File: config.mk
export PLATFORM = sky130hd
export DESIGN_NAME = trisc_ldstm_seq
export DESIGN_NICKNAME = d
export VERILOG_FILES = /design/src/rtl/trisc_ldstm_seq.sv
export SDC_FILE = /design/constraint.sdc
export NUM_CORES = 1
export LEC_CHECK = 0
export BUFFER_PORTS_ARGS = -buffer_cell sky130_fd_sc_hd__buf_2
export CAP_MARGIN = 0
export CORE_UTILIZATION = 32
export DETAILED_ROUTE_END_ITERATION = 10
export GPL_TIMING_DRIVEN = 0
export HOLD_SLACK_MARGIN = 0.08
export PLACE_DENSITY = 0.57
export SYNTH_ARGS = -nofsm -noshare
export SYNTH_HDL_FRONTEND = slang
export SYNTH_SLANG_ARGS = --single-unit
File: constraint.sdc
create_clock -name clk -period 7.1 [get_ports clk]
set_input_delay 0.355 -clock clk [delete_from_list [all_inputs] [get_ports clk]]
set_output_delay 0.355 -clock clk [all_outputs]
set_load 0.02 [all_outputs]
File: src/rtl/trisc_ldstm_seq.sv
// Multi-register load/store sequencer (LDMIA/POP, STMDB/PUSH) with optional base writeback.
// Optional alignment-error reporting is enabled by defining TRISC_LDSTM_ALIGN_ERR_EN.
module trisc_ldstm_seq #(
    parameter int WD      = 32,
    parameter int NR      = 16,
    parameter int SP_IDX  = 13,
    parameter int MEM_LAT = 1
) (
    input  logic                  clk,
    input  logic                  reset,
    input  logic                  start,
    input  logic                  is_load,
    input  logic                  wb,
    input  logic [$clog2(NR)-1:0] base_idx,
    input  logic [WD-1:0]         base,
    input  logic [NR-1:0]         reglist,
    output logic [$clog2(NR)-1:0] rf_raddr,
    input  logic [WD-1:0]         rf_rdata,
    output logic                  rf_we,
    output logic [$clog2(NR)-1:0] rf_waddr,
    output logic [WD-1:0]         rf_wdata,
    output logic                  mem_en,
    output logic                  mem_we,
    output logic [WD-1:0]         mem_addr,
    output logic [WD-1:0]         mem_wdata,
    input  logic [WD-1:0]         mem_rdata,
    output logic                  pc_load,
    output logic [WD-1:0]         pc_value,
    output logic                  busy,
    output logic                  done,
    output logic                  err
);

    localparam int AW = $clog2(NR);
    localparam int CW = $clog2(NR + 1);
    localparam logic [AW-1:0] PC_IDX = AW'(NR - 1);

    typedef enum logic [1:0] {IDLE, ISSUE, DRAIN, WB} state_t;

    state_t               state, state_nx;
    logic [NR-1:0]        rem_q, rem_nx;
    logic                 is_load_q, wb_en_q;
    logic [AW-1:0]        base_idx_q, cur_idx;
    logic [WD-1:0]        addr_q, wb_val_q;
    logic [CW-1:0]        n_cnt;
    logic [WD-1:0]        base_al, n_bytes;
    logic                 last, misal, issue_vld, inflight;
    logic [MEM_LAT:1]         vld_pipe;
    logic [MEM_LAT:1][AW-1:0] tag_pipe;

    // The stack-pointer index is informational only for this block.
    logic unused_sp;
    assign unused_sp = (SP_IDX < NR);

    always_comb begin
        n_cnt = '0;
        for (int i = 0; i < NR; i++) n_cnt = n_cnt + CW'(reglist[i]);
    end

    assign base_al = base & ~WD'(3);
    assign n_bytes = WD'(n_cnt) << 2;

`ifdef TRISC_LDSTM_ALIGN_ERR_EN
    logic err_q;
    assign misal = |base[1:0];
    assign err   = (state == WB) && err_q;
`else
    assign misal = 1'b0;
    assign err   = 1'b0;
`endif

    // Lowest remaining register goes next so it lands at the lowest address.
    always_comb begin
        cur_idx = '0;
        for (int i = NR - 1; i >= 0; i--)
            if (rem_q[i]) cur_idx = AW'(i);
    end

    assign rem_nx    = rem_q & (rem_q - NR'(1));
    assign last      = (rem_nx == '0);
    assign issue_vld = (state == ISSUE) && is_load_q;

    // Anything still in flight after this cycle's return keeps DRAIN alive.
    always_comb begin
        inflight = 1'b0;
        for (int s = 1; s < MEM_LAT; s++) inflight = inflight | vld_pipe[s];
    end

    always_ff @(posedge clk or negedge reset) begin
        if (!reset) begin
            state      <= IDLE;
            rem_q      <= '0;
            is_load_q  <= 1'b0;
            wb_en_q    <= 1'b0;
            base_idx_q <= '0;
            addr_q     <= '0;
            wb_val_q   <= '0;
            vld_pipe   <= '0;
            tag_pipe   <= '0;
`ifdef TRISC_LDSTM_ALIGN_ERR_EN
            err_q      <= 1'b0;
`endif
        end else begin
            state       <= state_nx;
            vld_pipe[1] <= issue_vld;
            tag_pipe[1] <= cur_idx;
            for (int s = 2; s <= MEM_LAT; s++) begin
                vld_pipe[s] <= vld_pipe[s-1];
                tag_pipe[s] <= tag_pipe[s-1];
            end
            if (state == IDLE && start) begin
                rem_q      <= reglist;
                is_load_q  <= is_load;
                base_idx_q <= base_idx;
                addr_q     <= is_load ? base_al : base_al - n_bytes;
                wb_val_q   <= is_load ? base_al + n_bytes : base_al - n_bytes;
                // A loaded base register takes precedence over the writeback.
                wb_en_q    <= wb && (n_cnt != '0) && !(is_load && reglist[base_idx]) && !misal;
`ifdef TRISC_LDSTM_ALIGN_ERR_EN
                err_q      <= misal;
`endif
            end else if (state == ISSUE) begin
                rem_q  <= rem_nx;
                addr_q <= addr_q + WD'(4);
            end
        end
    end

    always_comb begin
        state_nx = state;
        case (state)
            IDLE:  if (start) state_nx = (misal || n_cnt == '0) ? WB : ISSUE;
            ISSUE: if (last)  state_nx = is_load_q ? DRAIN : WB;
            DRAIN: if (!inflight) state_nx = WB;
            WB:    state_nx = IDLE;
            default: state_nx = IDLE;
        endcase
    end

    always_comb begin
        rf_raddr  = '0;
        rf_we     = 1'b0;
        rf_waddr  = '0;
        rf_wdata  = '0;
        mem_en    = 1'b0;
        mem_we    = 1'b0;
        mem_addr  = '0;
        mem_wdata = '0;
        pc_load   = 1'b0;
        pc_value  = '0;
        busy      = (state != IDLE);
        done      = 1'b0;
        if (state == ISSUE) begin
            mem_en   = 1'b1;
            mem_addr = addr_q;
            if (!is_load_q) begin
                mem_we    = 1'b1;
                rf_raddr  = cur_idx;
                mem_wdata = rf_rdata;
            end
        end
        if (vld_pipe[MEM_LAT]) begin
            rf_we    = 1'b1;
            rf_waddr = tag_pipe[MEM_LAT];
            rf_wdata = mem_rdata;
            if (tag_pipe[MEM_LAT] == PC_IDX) begin
                pc_load  = 1'b1;
                pc_value = mem_rdata;
            end
        end
        if (state == WB) begin
            done = 1'b1;
            if (wb_en_q) begin
                rf_we    = 1'b1;
                rf_waddr = base_idx_q;
                rf_wdata = wb_val_q;
            end
        end
    end

endmodule

==> reports/qor.yml <==
setup_path:
  worst_ep_required_time_ns: 7.31
  endpoint_kind: "flip-flop"
  cp_slowest_cell: "nor3_1"
  crit_path_max_incr_delay_ns: 1.16
  startpoint_type: "input pin"
  crit_arrival_ns: 6.48
  critical_path.max_fanout: 10
  worstPathCellList: "buf_2 > inv_1 > fa_1 > fa_1 > fa_1 > fa_1 > inv_1 > ha_1 > a21o_1 > a21oi_1 > xor2_1 > inv_1 > ha_1 > clkbuf_1 > nand2b_1 > a21oi_1 > nor3_1 > and3_1 > xnor2_1 > mux2i_1"
  path_common_cell: "fa_1"
  crit_type: "input pin to flip-flop"
clocking:
  htree_levels: 3
  cts_resized: 0
  cts_buffers: 9
  insertion_delay_ns: 0.36
  clockBufferDepth: 2
  cts_root_buf: "clkbuf_16"
  clock-sinks: 89
  clk_pin_slew_ns: 0.07
  cts_setup_buffers: 0
  cts_tree: "done"
routing:
  dr.pass1.iters: 5
  wl_mm: 30.4
  vias: 8275
  wl_per_cell_um: 19.1
  via_per_inst: 5.21
  drc: 0
  drtIter0Drc: 484
  drtAntennaViolNets: 0
worst_hold_path:
  holdCritPathClass: "input pin to flip-flop"
logic_synthesis:
  synth_cell_type_count: 75
  yosysSeqAreaShare_pct: 28.4
  yosys_register_bits: 89
  yosys_warnings: 0
  async_reset_ff_share_pct: 100
  synth_area_um2: 7850
  synthTopCellsByArea: "dfrtp_1 (28%), and2_1 (8.1%), nand2_1 (7.7%)"
  synth-main-ff-cell: "dfrtp_1"
  synth_top_area_cell: "dfrtp_1"
  synth_top_area_share_pct: 28.4
  synth_cells: 1006
  synth_edf_count: 0
  avgSynthCellArea_um2: 7.80
power:
  leakage_nw: 4.71
  ir_worst_vdd_mv: 0.183
  power.density_nw_per_um2: 393
timing:
  finalHoldViolations: 0
  setup_tns_ns: 0
  finalCriticalPeriod_ns: 6.27
  max_freq_ghz: 0.160
  fin_skew_ns: 0.0125
  worst_pin_slew_ns: 1.44
  setup_viol: 0
  whs_ns: 0.242
  period_share_pct: 88.3
  slew_violations: 0
  rsz0062_at_grt: "no"
  slew_headroom_pct: 2.97
flow_run:
  cap_violations: 0
die:
  coreArea_um2: 23800
  io_pins: 264
  fp.dieH_um: 159
  initial_core_util_pct: 33.0
  rows: 56
  fp.dieW_um: 159
  dieArea_um2: 25200
run_status:
  status: "completed"
global_route:
  grt_overflow: 0
  track_usage_pct: 24.5
  grt_pass1_vias: 7876
  grt_max_degree: 60
  grt_pass1_wl_mm: 45.4
  antenna_found_initial: 1
final_layout:
  diodes: 0
  drive_gt1_share_pct: 23.8
  layout.nets: 1419
  area_growth_pct: 25.0
placed_design:
  dp_hpwl_mm: 24.6
  port_buffers: 244
  place_congestion: 0.950
-- critical path, delay by kind of cell --
family	cells	cell delay, ns
xor+xnor	2	0.60
compound gates	3	0.56
mux	1	0.12
fa+ha+maj	6	2.48
simple gates	3	1.71
buf+inv	5	0.66
-- layout by cell type (no fill, tap or decap), types with 8 or more instances in the layout --
| master | netlist | layout |
|---|---|---|
| xor2_1 | 33 | 33 |
| nor2_1 | 39 | 39 |
| fa_1 | 12 | 12 |
| clkbuf_1 | 56 | 56 |
| ha_1 | 21 | 21 |
| inv_1 | 48 | 48 |
| dfrtp_1 | 89 | 89 |
| a21oi_1 | 32 | 32 |
| clkbuf_16 | 0 | 9 |
| nand4_1 | 11 | 11 |
| nor3_1 | 29 | 29 |
| nor4_1 | 17 | 17 |
| nand3_1 | 80 | 80 |
| and2_1 | 101 | 101 |
| o211ai_1 | 8 | 8 |
| buf_2 | 3 | 246 |
| mux2i_1 | 13 | 13 |
| and3_1 | 13 | 13 |
| xnor2_1 | 40 | 40 |
| nand2_1 | 162 | 162 |
| o21ai_0 | 47 | 47 |
-- cell families (layout without fill, tap and decap cells) --
kind of cell,after synthesis,count (layout),share of synthesized area (%)
XOR/XNOR,73,73,8.15
multiplexers,20,20,3.24
AO/OA/AOI/OAI,162,162,13.3
buffers and inverters,123,384,6.55
AND/OR/NAND/NOR,503,503,33.7
other,1,3,0.0478
flip-flops,89,89,28.4
adder cells (fa/ha/maj),35,35,6.66
-- metrics by stage --
stage | area (µm²) | power [mW] | std cells | util [%] | setup WS (ns)
global route | 9810 | 4.20 | 1588 | 41.3 | 0.622
finish | 9810 | 3.86 | 1588 | 41.3 | 0.831
floorplan | 7860 | 2.57 | 1008 | - | 1.82
CTS | 9810 | 3.86 | 1588 | 41.3 | 0.872
global placement | 9480 | 3.33 | 1571 | 39.9 | 0.524
detailed placement | 9510 | 3.36 | 1572 | 40.0 | 0.491
-- Yosys cell counts, types with 7 or more instances --
| cell | instances |
|---|---|
| nand2b_1 | 7 |
| nand3_1 | 80 |
| a21o_1 | 7 |
| ha_1 | 21 |
| dfrtp_1 | 89 |
| and3_1 | 13 |
| a21oi_1 | 32 |
| nand2_1 | 162 |
| buf_1 | 7 |
| nor4_1 | 17 |
| mux2i_1 | 13 |
| xnor2_1 | 40 |
| nor2_1 | 39 |
| nor4_2 | 7 |
| a211oi_1 | 7 |
| nor3_1 | 29 |
| nand4_1 | 11 |
| inv_1 | 48 |
| o21ai_0 | 47 |
| o211ai_1 | 8 |
| clkbuf_1 | 56 |
| and2_1 | 101 |
| xor2_1 | 33 |
| a31oi_1 | 7 |
| fa_1 | 12 |
-- metal layers --
metal	track usage (%)	wire length [µm]
met1	31.4	13300
met2	40.5	14000
met3	2.91	1720
met4	12.1	1340
met5	0	13
-- registers in the layout (all words and copies together), names as in the netlist --
| name | count |
|---|---|
| wb_en_q | 1 |
| state | 2 |
| tag_pipe | 4 |
| base_idx_q | 4 |
| wb_val_q | 30 |
| addr_q | 30 |
| vld_pipe | 1 |
| rem_q | 16 |
| is_load_q | 1 |
-- layout make-up --
class,count,area [µm²]
flip-flops and latches,89,2230
plain buffers,75,334
clock buffers,9,225
well taps,319,399
inverters,48,180
clock inverters,6,67.6
multi-input cells,796,5110
repair buffers,246,1260
fillers,2495,13900
-- worst paths after layout --
check                                                from                         to  slack, ns  cells past startpoint
worst max-delay path                           reglist[1]     addr_q[25]$_DFFE_PN0N_       0.83                     20
worst min-delay path                           reglist[2]       rem_q[2]$_DFFE_PN0N_       0.24                      3
worst max register to register       state[1]$_DFFE_PN0P_      rem_q[11]$_DFFE_PN0N_       4.39                      7
worst min register to register  base_idx_q[2]$_DFFE_PN0P_  base_idx_q[2]$_DFFE_PN0P_       0.48                      2
max in group asynchronous                           reset   wb_val_q[28]$_DFFE_PN0P_       5.96                      3
min in group asynchronous                           reset      tag_pipe[2]$_DFF_PN0_       0.47                      2
-- power by group --
part | internal, mW | switching [mW]
Combinational | 0.861 | 1.52
Sequential | 0.746 | 0.234
Clock | 0.273 | 0.222
Total | 1.88 | 1.98
-- what timing repair did --
action	4_1_cts	5_1_grt
endpoints found under the hold margin	30	0
hold buffers	1	0
setup endpoints to repair	0	0
Note: power is estimated with default switching activity, not from simulation.
